--- config.mk ---
export PLATFORM = sky130hd
export DESIGN_NAME = sync_fifo_flags
export DESIGN_NICKNAME = d
export VERILOG_FILES = /design/src/rtl/sync_fifo_flags.sv
export SDC_FILE = /design/constraint.sdc
export NUM_CORES = 1
export LEC_CHECK = 0
export CAP_MARGIN = 20
export CORE_AREA = 5 5 127 129
export DETAILED_ROUTE_END_ITERATION = 8
export DIE_AREA = 0 0 132 134
export PLACE_DENSITY = 0.63
export SLEW_MARGIN = 0
export SYNTH_ARGS = -nofsm -noshare
export SYNTH_HDL_FRONTEND = slang
export SYNTH_SLANG_ARGS = --single-unit
--- constraint.sdc ---
create_clock -name i_clk -period 8.8 [get_ports i_clk]
set_clock_uncertainty 0.15 [all_clocks]
set_input_delay 2.64 -clock i_clk [delete_from_list [all_inputs] [get_ports i_clk]]
set_output_delay 2.64 -clock i_clk [all_outputs]
set_load 0.02 [all_outputs]
--- src/rtl/sync_fifo_flags.sv ---
// rtl/sync_fifo_flags.sv - single-clock FIFO with count, threshold flags and error pulses
//
// Purpose: buffer between producer/consumer stages. Occupancy count and
// almost-full/almost-empty flags are registered from the same next-count
// value, so they always agree in any given cycle. DEPTH may be any integer
// >= 2; pointers wrap by explicit compare rather than by power-of-two overflow.
//
// Parameters:
//   WIDTH   data word width
//   DEPTH   number of entries
//   AF_LVL  o_almost_full when count >= AF_LVL
//   AE_LVL  o_almost_empty when count <= AE_LVL
//   FWFT    1 = head word shown combinationally, 0 = registered read
//
// Ports:
//   i_clk, i_rst         clock, synchronous active-high reset
//   i_wdata, i_push      write data and write request
//   i_pop                read request
//   i_flush              synchronous clear (same effect as reset)
//   o_rdata              read data
//   o_full, o_empty      count == DEPTH / count == 0
//   o_almost_full/empty  threshold flags
//   o_count              current occupancy 0..DEPTH
//   o_overflow           one-cycle pulse: push requested while full
//   o_underflow          one-cycle pulse: pop requested while empty

module sync_fifo_flags #(
  parameter int WIDTH  = 16,
  parameter int DEPTH  = 8,
  parameter int AF_LVL = DEPTH - 1,
  parameter int AE_LVL = 1,
  parameter int FWFT   = 1,
  localparam int AW    = $clog2(DEPTH)
) (
  input  logic             i_clk,
  input  logic             i_rst,
  input  logic [WIDTH-1:0] i_wdata,
  input  logic             i_push,
  input  logic             i_pop,
  input  logic             i_flush,
  output logic [WIDTH-1:0] o_rdata,
  output logic             o_full,
  output logic             o_empty,
  output logic             o_almost_full,
  output logic             o_almost_empty,
  output logic [AW:0]      o_count,
  output logic             o_overflow,
  output logic             o_underflow
);

  localparam int CW = AW + 1;
  localparam logic [AW-1:0] LAST_PTR = AW'(DEPTH - 1);
  localparam logic [CW-1:0] DEPTH_C  = CW'(DEPTH);
  localparam logic [CW-1:0] AF_C     = CW'(AF_LVL);
  localparam logic [CW-1:0] AE_C     = CW'(AE_LVL);

  logic [WIDTH-1:0] mem [DEPTH];

  logic [AW-1:0] wptr_q, wptr_d;
  logic [AW-1:0] rptr_q, rptr_d;
  logic [CW-1:0] count_q, count_d;
  logic          full_q, full_d;
  logic          empty_q, empty_d;
  logic          afull_q, afull_d;
  logic          aempty_q, aempty_d;
  logic          ovf_q, ovf_d;
  logic          udf_q, udf_d;

  logic push_acc;
  logic pop_acc;
  logic mem_we;

  always_comb begin
    push_acc = i_push & ~full_q;
    pop_acc  = i_pop & ~empty_q;
    mem_we   = push_acc & ~i_flush & ~i_rst;

    wptr_d = wptr_q;
    rptr_d = rptr_q;
    if (push_acc) begin
      wptr_d = (wptr_q == LAST_PTR) ? '0 : wptr_q + 1'b1;
    end
    if (pop_acc) begin
      rptr_d = (rptr_q == LAST_PTR) ? '0 : rptr_q + 1'b1;
    end

    // Flags come from the next count so they land on the same edge as o_count.
    count_d  = count_q + CW'(push_acc) - CW'(pop_acc);
    full_d   = (count_d == DEPTH_C);
    empty_d  = (count_d == '0);
    afull_d  = (count_d >= AF_C);
    aempty_d = (count_d <= AE_C);

    // Error pulses look at the current flags, so a request that is
    // rejected in a given cycle pulses exactly once on the following cycle.
    ovf_d = i_push & full_q;
    udf_d = i_pop & empty_q;

    if (i_flush) begin
      wptr_d   = '0;
      rptr_d   = '0;
      count_d  = '0;
      full_d   = 1'b0;
      empty_d  = 1'b1;
      afull_d  = 1'b0;
      aempty_d = 1'b1;
      ovf_d    = 1'b0;
      udf_d    = 1'b0;
    end
  end

  always_ff @(posedge i_clk) begin
    if (i_rst) begin
      wptr_q   <= '0;
      rptr_q   <= '0;
      count_q  <= '0;
      full_q   <= 1'b0;
      empty_q  <= 1'b1;
      afull_q  <= 1'b0;
      aempty_q <= 1'b1;
      ovf_q    <= 1'b0;
      udf_q    <= 1'b0;
    end else begin
      wptr_q   <= wptr_d;
      rptr_q   <= rptr_d;
      count_q  <= count_d;
      full_q   <= full_d;
      empty_q  <= empty_d;
      afull_q  <= afull_d;
      aempty_q <= aempty_d;
      ovf_q    <= ovf_d;
      udf_q    <= udf_d;
    end
  end

  // Storage is never cleared; reset only rewinds the pointers.
  always_ff @(posedge i_clk) begin
    if (mem_we) begin
      mem[wptr_q] <= i_wdata;
    end
  end

  generate
    if (FWFT != 0) begin : g_fwft
      // Head word is visible whenever the FIFO is non-empty.
      assign o_rdata = mem[rptr_q];
    end else begin : g_reg
      logic [WIDTH-1:0] rdata_q, rdata_d;

      always_comb begin
        rdata_d = rdata_q;
        if (i_flush) begin
          rdata_d = '0;
        end else if (pop_acc) begin
          rdata_d = mem[rptr_q];
        end
      end

      always_ff @(posedge i_clk) begin
        if (i_rst) begin
          rdata_q <= '0;
        end else begin
          rdata_q <= rdata_d;
        end
      end

      assign o_rdata = rdata_q;
    end
  endgenerate

  assign o_full         = full_q;
  assign o_empty        = empty_q;
  assign o_almost_full  = afull_q;
  assign o_almost_empty = aempty_q;
  assign o_count        = count_q;
  assign o_overflow     = ovf_q;
  assign o_underflow    = udf_q;

endmodule

==> implementation parameters, run 1 <==
Parameter                              Value

Worst setup path
  Setup CP Type    reg -> out
  Required time reported for the critical path endpoint    6.01 ns
  R2r worst-path depth    8
  Critical path peak fanout    32
  Kind of capture point of the worst setup path    output port
  Worst Setup Start Kind    flop
  Data arrival time of the critical path    2.71 ns

STA
  Max-slew violation total from the final report    0
  Clock period minus final worst setup slack    5.50 ns
  F_max    182 MHz
  Tcrit/Tclk final    62.5%
  Final-report hold violation count    0
  Setup repair after global routing missed its margin    false
  Total of endpoints with negative setup slack in the final report    0
  Relative max-transition margin    33.7%
  Fin Setup TNS    0 ns
  Transition at the pin with the smallest max-transition slack    0.993 ns

Die
  Die area    17700 um^2
  Die extent in x    132 um
  I/O pin total    47
  Starting Density    38.6%
  Die boundary height    134 um
  Placeable core area    14900 um^2
  Row count    45

Run status
  Status    finished, final reports clean

Synth
  Count of state elements after synthesis    147
  Average cell area after synthesis    20.4 um^2
  Share of synthesized area occupied by flip-flops and latches    73.3%
  Post-synthesis cell count    282
  Post-synthesis cell area    5760 um^2
  Mapped Nets    311
  Count of different cell masters after synthesis    32
  Yosys Warn Count    0

Final layout
  Synthesis-to-finish area growth    22.9%
  Final Util    47.5%
  Fill cell count    1224
  Share of layout cells above drive strength 1    17.3%
  Final Non-Filler Cells    546
  Final #Nets    374
  Number of inserted diodes    0

Routing
  Antenna violation net count after detailed routing    0
  Total number of vias    2814
  Drt wl/cell    19.7 um
  Final Routed Wirelength    10.7 mm
  Initial DRT Pass Iterations    4
  Number of design rule violations left after detail routing    0
  Via-to-Cell Ratio    5.15
  Violation count after the first detailed-routing iteration    165

Power
  Static leakage    2.33 nW
  Worst IR Drop VDD    0.000150 V
  Power density cells    225 nW/um^2
  Pwr Total    1.59 mW

CTS
  Post-CTS sizing    0
  CTS max path bufs    2
  Skew-Pair Late Insertion Delay    0.42 ns
  CTS clk-pin slew, worst paths    0.06 ns
  CTS root buf    sky130_fd_sc_hd__clkbuf_16
  CTS tree    done
  Number of buffers added to fix hold violations after cts    0
  H-tree levels    4
  Post-CTS setup-driven buffer insertion count    0
  Number of sinks handled by clock tree synthesis    147
  TritonCTS Buffers    17

Place
  Port Buffer Count    46
  Cell total after placement    514
  Half-perimeter wire length after detailed placement    6.32 mm
  GPL Wtd Cong    0.716

Min path
  Worst hold path stage count    2
  Path class of the lowest-slack min-delay path    reg -> reg

Flow run
  Max capacitance violation total    0

Global routing
  Pin count of the biggest net entering global routing    33
  All-Layer GR Usage    12.9%
  Wire length of the first global-routing pass    16.9 mm
  Initial antenna violation count    0
  Global route total overflow    0
  Via count of the first global-routing pass    2939
[kinds of logic (layout without fill, tap and decap cells)]
| family | Yosys count | in the layout | share of synthesized area [%] |
|---|---|---|---|
| flip-flops | 147 | 147 | 73.3 |
| AND/OR/NAND/NOR | 48 | 48 | 3.99 |
| AO/OA/AOI/OAI | 11 | 11 | 1.17 |
| buffers and inverters | 16 | 92 | 1.58 |
| adder cells (fa/ha/maj) | 8 | 8 | 1.87 |
| multiplexers | 50 | 50 | 17.8 |
| XOR/XNOR | 2 | 2 | 0.304 |
[state kept, by name (all words and copies together) (netlist names), named ones only]
register / cells
o_full: 1
mem: 128
o_overflow: 1
o_almost_full: 1
o_empty: 1
o_underflow: 1
wptr_q: 3
o_almost_empty: 1
rptr_q: 3
o_count: 4
[area by class of cell]
type | count | area (um^2) | share of cell area (%)
tap | 188 | 235 | 3.32
timing repair buffer | 55 | 528 | 7.46
multi-input combinational | 119 | 1460 | 20.6
clock buffer | 18 | 429 | 6.06
sequential | 147 | 4230 | 59.7
clock inverter | 14 | 186 | 2.63
inverter | 5 | 18.8 | 0.265
[power by group]
group	total, mW	switching (mW)	internal [mW]
Combinational	0.0805	0.0412	0.0393
Clock	0.745	0.273	0.472
Sequential	0.770	0.00422	0.765
[critical path: stages (launching register included)]
cell                              delay (ns)
sky130_fd_sc_hd__dfxtp_1                0.30
sky130_fd_sc_hd__buf_4                  0.45
sky130_fd_sc_hd__mux4_1                 0.67
sky130_fd_sc_hd__mux2_2                 0.28
sky130_fd_sc_hd__clkdlybuf4s50_1        0.54
[placed cells by master, fill, tap and decap left out, types with 2 or more instances in the layout]
master | netlist | routed
sky130_fd_sc_hd__mux2i_1 | 2 | 2
sky130_fd_sc_hd__nor3_2 | 0 | 2
sky130_fd_sc_hd__dfxtp_1 | 19 | 18
sky130_fd_sc_hd__nand2b_1 | 4 | 4
sky130_fd_sc_hd__mux4_2 | 4 | 4
sky130_fd_sc_hd__nand3_1 | 3 | 3
sky130_fd_sc_hd__clkinv_1 | 0 | 3
sky130_fd_sc_hd__ha_1 | 7 | 7
sky130_fd_sc_hd__clkinvlp_4 | 0 | 5
sky130_fd_sc_hd__clkbuf_16 | 0 | 17
sky130_fd_sc_hd__mux4_1 | 28 | 28
sky130_fd_sc_hd__clkdlybuf4s50_1 | 0 | 46
sky130_fd_sc_hd__nor2b_1 | 2 | 2
sky130_fd_sc_hd__edfxtp_1 | 128 | 128
sky130_fd_sc_hd__and3_1 | 4 | 4
sky130_fd_sc_hd__nor2_1 | 15 | 15
sky130_fd_sc_hd__a21oi_1 | 7 | 7
sky130_fd_sc_hd__inv_1 | 5 | 5
sky130_fd_sc_hd__nand2_1 | 12 | 12
sky130_fd_sc_hd__mux2_2 | 16 | 16
sky130_fd_sc_hd__bufinv_16 | 0 | 4
sky130_fd_sc_hd__buf_4 | 0 | 9
sky130_fd_sc_hd__nand3b_1 | 2 | 2
[synth_stat cells (all sizes together)]
| cell type | n | area (um^2) |
|---|---|---|
| edfxtp | 128 | 3840 |
| mux4 | 32 | 826 |
| dfxtp | 19 | 380 |
| mux2 | 16 | 180 |
| nor2 | 15 | 56.3 |
| nand2 | 12 | 45.0 |
| buf | 8 | 60.1 |
| a21oi | 7 | 35.0 |
| ha | 7 | 87.6 |
| inv | 5 | 18.8 |
| and3 | 4 | 25.0 |
| nand2b | 4 | 25.0 |
| clkbuf | 3 | 12.5 |
| nand3 | 3 | 15.0 |
| mux2i | 2 | 20.0 |
| nand3b | 2 | 15.0 |
| nor2b | 2 | 12.5 |
| nor3 | 2 | 10.0 |
| a211o | 1 | 8.76 |
| a211oi | 1 | 7.51 |
| a21o | 1 | 7.51 |
| a31o | 1 | 8.76 |
| fa | 1 | 20.0 |
| nand4 | 1 | 6.26 |
| or2 | 1 | 6.26 |
| or3 | 1 | 6.26 |
| or4 | 1 | 7.51 |
| xnor2 | 1 | 8.76 |
| xor2 | 1 | 8.76 |
[routing by layer]
layer  track usage [%]  routed length, um  up-vias
met5                 0                  0        -
met4              5.09                202        0
met3              4.76                453       19
met2              20.2               5110       67
met1              16.6               4960     1444
li1                  -                  -     1284
[stage by stage]
stage	hold WS [ns]	worst slack [ns]	instance area, um^2
after CTS	0.333	3.24	7080
after floorplan	0.308	3.66	5760
final	0.335	3.30	7080
after global routing	0.369	3.19	7080
after detailed placement	0.329	3.41	6470
after global placement	0.326	3.55	6470
[path summary, 6_finish.rpt]
| check | from | slack (ns) | end |
|---|---|---|---|
| max | flop | 3.30 | o_rdata[7] |
| min reg2reg | rptr_q[1] | 0.33 | flop |
| max reg2reg | o_empty | 6.35 | o_almost_full |
| min | rptr_q[1] | 0.33 | flop |
(Power assumes the default switching activity.)
==> run 2, diff against run 1 <==
==> constraint.sdc (replaced) <==
create_clock -name i_clk -period 5.73 [get_ports i_clk]
set_clock_uncertainty 0.15 [all_clocks]
set_input_delay 1.719 -clock i_clk [delete_from_list [all_inputs] [get_ports i_clk]]
set_output_delay 1.719 -clock i_clk [all_outputs]
set_load 0.02 [all_outputs]
==> run 2 against run 1 <==
- routed wire length down 2.6%
- non-clock buffer count grew 3
- via count fell by 3.1%
- combinational power grew 55%
- hold slack better by 0.015 ns
==> implementation parameters, run 2 (same netlist as run 1, synthesis figures left out) <==
Parameter                              Value

STA
  Final-report hold violation count    0 (unchanged)
  Tcrit/Tclk final    79.0%
  Fin Setup TNS    0 ns (unchanged)
  Max-slew violation total from the final report    0 (unchanged)
  Total of endpoints with negative setup slack in the final report    0 (unchanged)
  Final critical-path setup slack    1.20 ns (-2.10 ns)
  Clock period minus final worst setup slack    4.53 ns
  F_max    221 MHz
  Relative max-transition margin    34.1% (+0.38 points)
  Setup repair after global routing missed its margin    false
  Transition at the pin with the smallest max-transition slack    0.988 ns (-0.00577 ns)

Min path
  Worst hold path stage count    2 (unchanged)
  Path class of the lowest-slack min-delay path    reg -> reg
  Source of the worst hold timing path    rptr_q[2]

CTS
  CTS clk-pin slew, worst paths    0.06 ns (about the same)
  Skew-Pair Late Insertion Delay    0.41 ns (about the same)
  TritonCTS Buffers    17 (unchanged)
  CTS max path bufs    2 (unchanged)
  Post-CTS sizing    0 (unchanged)
  CTS tree    done
  Number of buffers added to fix hold violations after cts    0 (unchanged)
  Number of sinks handled by clock tree synthesis    147 (unchanged)
  Post-CTS setup-driven buffer insertion count    0 (unchanged)
  H-tree levels    4 (unchanged)
  CTS root buf    sky130_fd_sc_hd__clkbuf_16

Worst setup path
  Worst reg2reg endpoint    o_almost_full
  Setup slack of the most critical reg-to-reg path    3.32 ns (-3.03 ns)
  Setup CP Type    reg -> out
  Kind of capture point of the worst setup path    output port
  R2r worst-path depth    8 (unchanged)
  Required time reported for the critical path endpoint    3.86 ns (-2.15 ns)
  Data arrival time of the critical path    2.66 ns (-0.05 ns)
  Reg2reg start    o_empty
  Worst Setup Start Kind    flop
  Critical path peak fanout    32 (unchanged)

Routing
  Violation count after the first detailed-routing iteration    109 (-34%)
  Total number of vias    2728 (-3.1%)
  Number of design rule violations left after detail routing    0 (unchanged)
  Antenna violation net count after detailed routing    0 (unchanged)
  Via-to-Cell Ratio    4.97 (-3.6%)
  Drt wl/cell    19.0 um (-3.2%)
  Final Routed Wirelength    10.5 mm (-2.6%)
  Initial DRT Pass Iterations    4 (unchanged)

Flow run
  Max capacitance violation total    0 (unchanged)

Die
  Placeable core area    14900 um^2 (unchanged)
  Starting Density    38.6% (unchanged)
  Die boundary height    134 um (unchanged)
  Die extent in x    132 um (unchanged)
  Die area    17700 um^2 (unchanged)
  Row count    45 (unchanged)
  I/O pin total    47 (unchanged)

Final layout
  Top reg by flops    mem
  Most frequent cells in the layout    128 x sky130_fd_sc_hd__edfxtp_1, 46 x sky130_fd_sc_hd__clkdlybuf4s50_1, 28 x sky130_fd_sc_hd__mux4_1
  Fill cell count    1231 (+0.57%)
  Number of inserted diodes    0 (unchanged)
  Number of flip-flops under the largest register name    128 (unchanged)
  Share of layout cells above drive strength 1    18.6% (+1.2 points)
  Most common library cell in the layout ignoring fill and taps    sky130_fd_sc_hd__edfxtp_1
  Final Non-Filler Cells    549 (+0.55%)
  Final #Nets    377 (+0.80%)
  Synthesis-to-finish area growth    22.8% (about the same)

Power
  Static leakage    2.36 nW (+1.1%)
  Part of the total power dissipated in sequential elements    49.4% (+1.1 points)
  Power density cells    338 nW/um^2 (+50%)
  Worst IR Drop VDD    0.000205 V (+37%)
  Relative contribution of the clock network to total power    45.4% (-1.3 points)
  Internal power component    1.92 mW (+50%)
  Switching share of total power    19.9% (-0.079 points)
  Switching power    0.476 mW (+49%)
  Part of the power in combinational logic    5.2% (+0.2 points)

Global routing
  Global route total overflow    0 (unchanged)
  Wire length of the first global-routing pass    16.9 mm (+0.45%)
  Initial antenna violation count    0 (unchanged)
  Pin count of the biggest net entering global routing    33 (unchanged)
  Via count of the first global-routing pass    3021 (+2.8%)
  All-Layer GR Usage    12.9% (-0.082 points)

Place
  GPL Wtd Cong    0.760 (+6.1%)
  Port Buffer Count    46 (unchanged)
  Half-perimeter wire length after detailed placement    6.21 mm (-1.7%)
  Cell total after placement    517 (+0.58%)
  Post-place setup slack    1.41 ns (-1.99 ns)

Run status
  Status    finished, final reports clean
## run 2: final cells by class
type / instances / area [um^2] / area share [%]
Sequential cell: 147 / 4230 / 59.7
Timing Repair Buffer: 58 / 551 / 7.78
Inverter: 5 / 18.8 / 0.265
Tap cell: 188 / 235 / 3.32
Clock inverter: 15 / 165 / 2.33
Multi-Input combinational cell: 119 / 1460 / 20.6
Clock buffer: 17 / 425 / 6.01
## run 2: power groups by stage
stage                     sequential [mW]  combinational (mW)  clock (mW)
final                                1.18               0.125        1.09
after global routing                 1.18               0.137        1.16
after CTS                            1.18               0.127        1.11
after detailed placement             1.20               0.126           0
after global placement               1.20               0.123           0
after floorplan                      1.21              0.0598           0
## run 2: worst max path at each step
stage,from,endpoint,slack [ns],depth (start not counted)
global placement,i_push,o_almost_full,1.46,9
finish,flop,o_rdata[6],1.20,4
detailed placement,i_push,o_almost_full,1.41,9
global route,flop,o_rdata[8],1.05,4
floorplan,i_flush,mem[0][0],1.51,4
CTS,flop,o_rdata[6],1.13,4
## run 2: stage by stage
| step | power [mW] | instance area [um^2] | hold WS, ns | util [%] |
|---|---|---|---|---|
| after global placement | 1.33 | 6490 | 0.321 | 43.5 |
| final | 2.39 | 7080 | 0.349 | 47.4 |
| after CTS | 2.42 | 7080 | 0.351 | 47.4 |
| after global routing | 2.48 | 7080 | 0.396 | 47.4 |
| after detailed placement | 1.33 | 6490 | 0.342 | 43.5 |
| after floorplan | 1.27 | 5760 | 0.308 | - |
## run 2: critical path, cell delays in order (launching register included)
cell                              delay [ns]
sky130_fd_sc_hd__dfxtp_1                0.30
sky130_fd_sc_hd__buf_4                  0.46
sky130_fd_sc_hd__mux4_1                 0.63
sky130_fd_sc_hd__mux2_2                 0.29
sky130_fd_sc_hd__clkdlybuf4s50_1        0.54
## run 2: per-layer routing
layer	track usage, %	part of all wire, %
met4	5.49	1.9
met5	0	0
met1	16.2	45
met2	20.8	49
met3	3.94	3.9
==> variant 1, RTL diff (settings of run 1) <==
The output `o_overflow` loses its register stage (`ovf_q` becomes a continuous assignment).
--- a/src/rtl/sync_fifo_flags.sv
+++ b/src/rtl/sync_fifo_flags.sv
@@ -118,7 +118,6 @@
       empty_q  <= 1'b1;
       afull_q  <= 1'b0;
       aempty_q <= 1'b1;
-      ovf_q    <= 1'b0;
       udf_q    <= 1'b0;
     end else begin
       wptr_q   <= wptr_d;
@@ -128,10 +127,11 @@
       empty_q  <= empty_d;
       afull_q  <= afull_d;
       aempty_q <= aempty_d;
-      ovf_q    <= ovf_d;
       udf_q    <= udf_d;
     end
   end
+
+  assign ovf_q = ovf_d;
 
   // Storage is never cleared; reset only rewinds the pointers.
   always_ff @(posedge i_clk) begin
Check against the original RTL: not equivalent (Yosys sat finds a counterexample within 10 cycles, from zero or initial values).
==> variant 1 against run 1 <==
  * Sequential power about the same
  * Design area decreased by 0.67%
  * First-iteration DRC count increased by 22%
  * Setup slack got worse by 1.2 ns
  * Worst hold slack improved by 0.024 ns
  * Sequential cell count decreased by 1
  * Maximum frequency decreased by 18%
  * Total power decreased by 2.7%
  * Combinational power decreased by 4.6%
  * Register-to-register slack about the same
  * Wire length decreased by 5.0%
  * Via count decreased by 2.3%
  * Synthesized area decreased by 0.33%
  * Critical endpoint is now o_overflow
  * Largest cell class unchanged
==> variant 1: results (changes against run 1) <==
The data arrival at the endpoint of the critical path came out at 3.89 ns (+1.18 ns). Highest clock rate: 0.150 GHz (-18%). The slew at the pin with the worst max-slew slack is 1.01 ns (+0.0175 ns), and the average detailed-routed wire length per instance is 18.7 um (-4.9%). By area the synthesized netlist is led by edfxtp_1, mux4_1, dfxtp_1, mux2_2, mux4_2. The logs give 6.36 ns (about the same) for the slack of the worst reg-to-reg path and 12.3% (-0.64 points) for the global-route usage over all layers. Largest driver fanout on the critical path: 3 (-91%). The sequential fraction of the synthesis area is 73.2% (-0.11 points).

The maximum vdd ir drop was 0.142 mV (-5.5%). The run gives 201 (+22%) as the number of DRC violations after detailed-routing iteration 0. The number of nets in the final layout was 373 (-0.27%). Post-placement worst setup slack: 2.13 ns (-1.28 ns). The wire length of the first global-routing pass was 16200 um (-3.9%). The logs give 0.311 mW (-2.6%) for the switching power and 2.31 nW (-0.98%) for the leakage power figure. The area fraction in compound gates after synthesis is 1.18% (+0.0038 points). The via count of the first global-routing pass was 2924 (-0.51%).

The run finished with clean final reports. The post-synthesis share of cell area spent on full adders, half adders and majority gates is 1.87% (+0.0061 points). In the synthesized netlist, the cells that appear most often are edfxtp_1, mux4_1, dfxtp_1. The fraction of layout cells with a size suffix above 1 came out at 17.6% (+0.33 points).

The placed wire-length estimate after detailed placement is 5830 um (-7.8%), and the count of vias placed by the detailed router is 2749 (-2.3%). For the filler cell count in the final layout, the log shows 1229 (+0.41%).
variant 1: cell type report:
type | count | area share (%)
repair buffers | 54 | 7.40
clock inverters | 15 | 2.38
multi-input cells | 120 | 20.8
clock buffers | 17 | 6.05
flip-flops and latches | 146 | 59.8
well taps | 188 | 3.34
inverters | 5 | 0.267
variant 1: path summary, 6_finish.rpt:
kind	from	endpoint	cells past startpoint
worst max register to register	o_empty	o_almost_full	8
worst min register to register	rptr_q[2]	rptr_q[2]	2
worst max-delay path	i_push	o_overflow	4
worst min-delay path	rptr_q[2]	rptr_q[2]	2
variant 1: metal layers:
metal,track usage [%],up-vias,share of wire [%]
li1,-,1282,-
met1,15.9,1388,45
met2,18.8,61,48
met3,4.65,18,4.6
met4,5.03,0,2.2
met5,0,-,0
variant 1: metrics by stage:
step | hold slack (ns) | power (mW) | instances
2_1_floorplan | 0.308 | 0.823 | 282
3_3_place_gp | 0.316 | 0.858 | 513
3_5_place_dp | 0.342 | 0.860 | 513
4_1_cts | 0.353 | 1.57 | 545
5_1_grt | 0.372 | 1.61 | 545
6_report | 0.358 | 1.55 | 545
variant 1: critical path, cell delays in order:
cell and delay (ns):
clkdlybuf4s50_1 0.50, nand2_1 0.06, nor2_1 0.08, clkdlybuf4s50_1 0.61
variant 1: power by group through the flow:
stage          sequential (mW)  combinational, mW  clock, mW
2_1_floorplan            0.784             0.0390          0
3_3_place_gp             0.782             0.0762          0
3_5_place_dp             0.782             0.0779          0
4_1_cts                  0.768             0.0784      0.722
5_1_grt                  0.769             0.0845      0.758
6_report                 0.768             0.0768      0.708
==> variant 2, RTL diff (flow settings as in run 1) <==
Without the edit above. Change the parameter `WIDTH` from 16 to 14.
--- a/src/rtl/sync_fifo_flags.sv
+++ b/src/rtl/sync_fifo_flags.sv
@@ -25,7 +25,7 @@
 //   o_underflow          one-cycle pulse: pop requested while empty
 
 module sync_fifo_flags #(
-  parameter int WIDTH  = 16,
+  parameter int WIDTH  = 14,
   parameter int DEPTH  = 8,
   parameter int AF_LVL = DEPTH - 1,
   parameter int AE_LVL = 1,
Ports: changed (resized i_wdata and o_rdata); port bits go from 47 to 43. The function was not compared with the original's and may differ.
==> variant 2 against run 1 <==
  * Core utilization decreased by 4.3 points
  * Via count decreased by 9.5%
  * Synthesized area decreased by 11%
  * Wire length decreased by 10%
  * Count of clock-buffer cells in the layout decreased by 1
  * Setup slack improved by 0.083 ns
  * Sequential power decreased by 11%
  * Sequential cell count decreased by 16
  * Design area decreased by 9.1%
  * Register-to-register slack improved by 0.06 ns
  * Sequential share of layout area decreased by 1.5 points
  * Total power decreased by 7.1%
  * Cell count decreased by 4.9%
  * Largest cell class unchanged
==> variant 2: results (changes against run 1) <==
Quantity of I/O buffers inserted on ports: 42 (-8.7%). For the number of diodes, the log shows 0 (unchanged). For the maximum vdd ir drop, the log shows 0.133 mV (-11%). The most used flip-flop cell after synthesis is edfxtp_1. The wire length on met1 is 4260 um (-14%), and the via count of the first global-routing pass is 2724 (-7.3%). The largest driver fanout on the critical path came out at 28 (-13%). The yosys synthesis warning count is 0 (unchanged), and the number of DRC violations after detailed-routing iteration 0 is 188 (+14%). The net switching share of the total power works out to 19.7% (-0.24 points). The logs give 0 (unchanged) for the hold violation total from the final report and 0 (unchanged) for the post-CTS setup buffer count. The leakage power figure came out at 2.14 nW (-8.2%).

The placed wire-length estimate after detailed placement is 5920 um (-6.3%), and the slew at the pin with the worst max-slew slack is 1.02 ns (+0.0282 ns). The count of different cell masters after synthesis was 34 (+6.3%); the routed wire length on met2 was 4790 um (-6.2%). Sorting the synthesized cells by how often they occur yields edfxtp_1, mux4_1, dfxtp_1. For the maximum number of pins on one net before global-route repair, the log shows 29 (-12%).

The cell at the root of the clock tree was clkbuf_16. The run gives 5830 um2 (-9.9%) as the cell area reported after detailed placement. The global-route usage over all layers was 11.3% (-1.6 points). Register with the most flip-flops: mem. For the post-placement worst setup slack, the log shows 3.35 ns (-0.0538 ns). At the later pin of the worst-skew pair, clock insertion delay measures 0.41 ns. The tools report the routability-driven placement congestion ratio as 0.732 (+2.3%).

The number of synthesized flops with an enable pin works out to 112 (-13%). The async set or reset register ratio after synthesis is 0% (unchanged), and the clock input transition at the sequential cells of the worst setup and hold paths is 0.05 ns. The tools report the number of nets in the final layout as 345 (-7.8%). The flow ran to the end, and the final reports show no timing, DRC or antenna violations. The initial antenna violation count came out at 0 (unchanged). Length of the first detailed-routing pass in iterations: 4 (unchanged).

In the post-synthesis netlist, the biggest area contributors are edfxtp_1, mux4_1, dfxtp_1, mux2_2, ha_1. Overall routed net length: 9660 um (-10%). The wire length on met3 was 530 um (+17%). The logs give 2548 (-9.5%) for the count of vias placed by the detailed router and 1287 (+5.1%) for the filler cell count in the final layout. Highest routing layer actually used: met4. The tools report the data arrival at the endpoint of the critical path as 2.63 ns (-0.08 ns). The fraction of layout cells with a size suffix above 1 works out to 17.2% (-0.098 points).

The clock buffer count from CTS is 17 (unchanged). For the sequential fraction of the synthesis area, the log shows 72.7% (-0.59 points). The wire length of the first global-routing pass is 15000 um (-11%), and the number of flip-flops under the largest register name is 112 (-13%).

Synthesized netlist net count: 284 (-8.7%).
[variant 2: worst max-delay path, cell delays in order, from the launching register on]
cell and delay (ns):
dfxtp_1 0.30, buf_4 0.42, mux4_1 0.65, mux2_2 0.30
clkdlybuf4s50_1 0.54
[variant 2: metal layers]
layer,vias up,global-route usage [%]
li1,1180,-
met1,1301,14.0
met2,59,17.9
met3,8,4.84
met4,0,3.94
met5,-,0
[variant 2: cell families (layout without fill, tap and decap cells)]
kind of cell | after synthesis | after routing | synth area share (%)
flops | 131 | 131 | 72.7
simple gates | 48 | 48 | 4.59
mux | 44 | 44 | 17.5
buf+inv | 12 | 86 | 1.36
compound gates | 11 | 11 | 1.24
fa+ha+maj | 8 | 8 | 2.09
xor+xnor | 3 | 3 | 0.510
[variant 2: cell type report]
type	instances	area [um2]	share of cell area (%)
sequential	131	3740	58.1
multi-input combinational	114	1350	21.0
timing repair buffer	50	480	7.46
clock buffer	17	425	6.61
tap	188	235	3.65
clock inverter	15	188	2.91
inverter	4	15.0	0.233
[variant 2: metrics by stage]
step | std cells | power [mW] | util (%)
floorplan | 257 | 0.739 | -
global placement | 487 | 0.773 | 39.0
detailed placement | 487 | 0.775 | 39.0
CTS | 519 | 1.50 | 43.2
global route | 519 | 1.53 | 43.2
finish | 519 | 1.48 | 43.2
[variant 2: final timing paths]
kind              from     endpoint  slack (ns)  cells after the start
max          flip-flop  o_rdata[13]        3.39                      4
min          rptr_q[1]    rptr_q[1]        0.34                      2
max reg2reg    o_empty      o_empty        6.41                      9
min reg2reg  rptr_q[1]    rptr_q[1]        0.34                      2
[variant 2: power by group through the flow]
stage	registers (mW)	clock network, mW	logic (mW)
2_1_floorplan	0.702	0	0.0364
3_3_place_gp	0.698	0	0.0750
3_5_place_dp	0.698	0	0.0772
4_1_cts	0.686	0.732	0.0777
5_1_grt	0.686	0.766	0.0831
6_report	0.685	0.720	0.0763
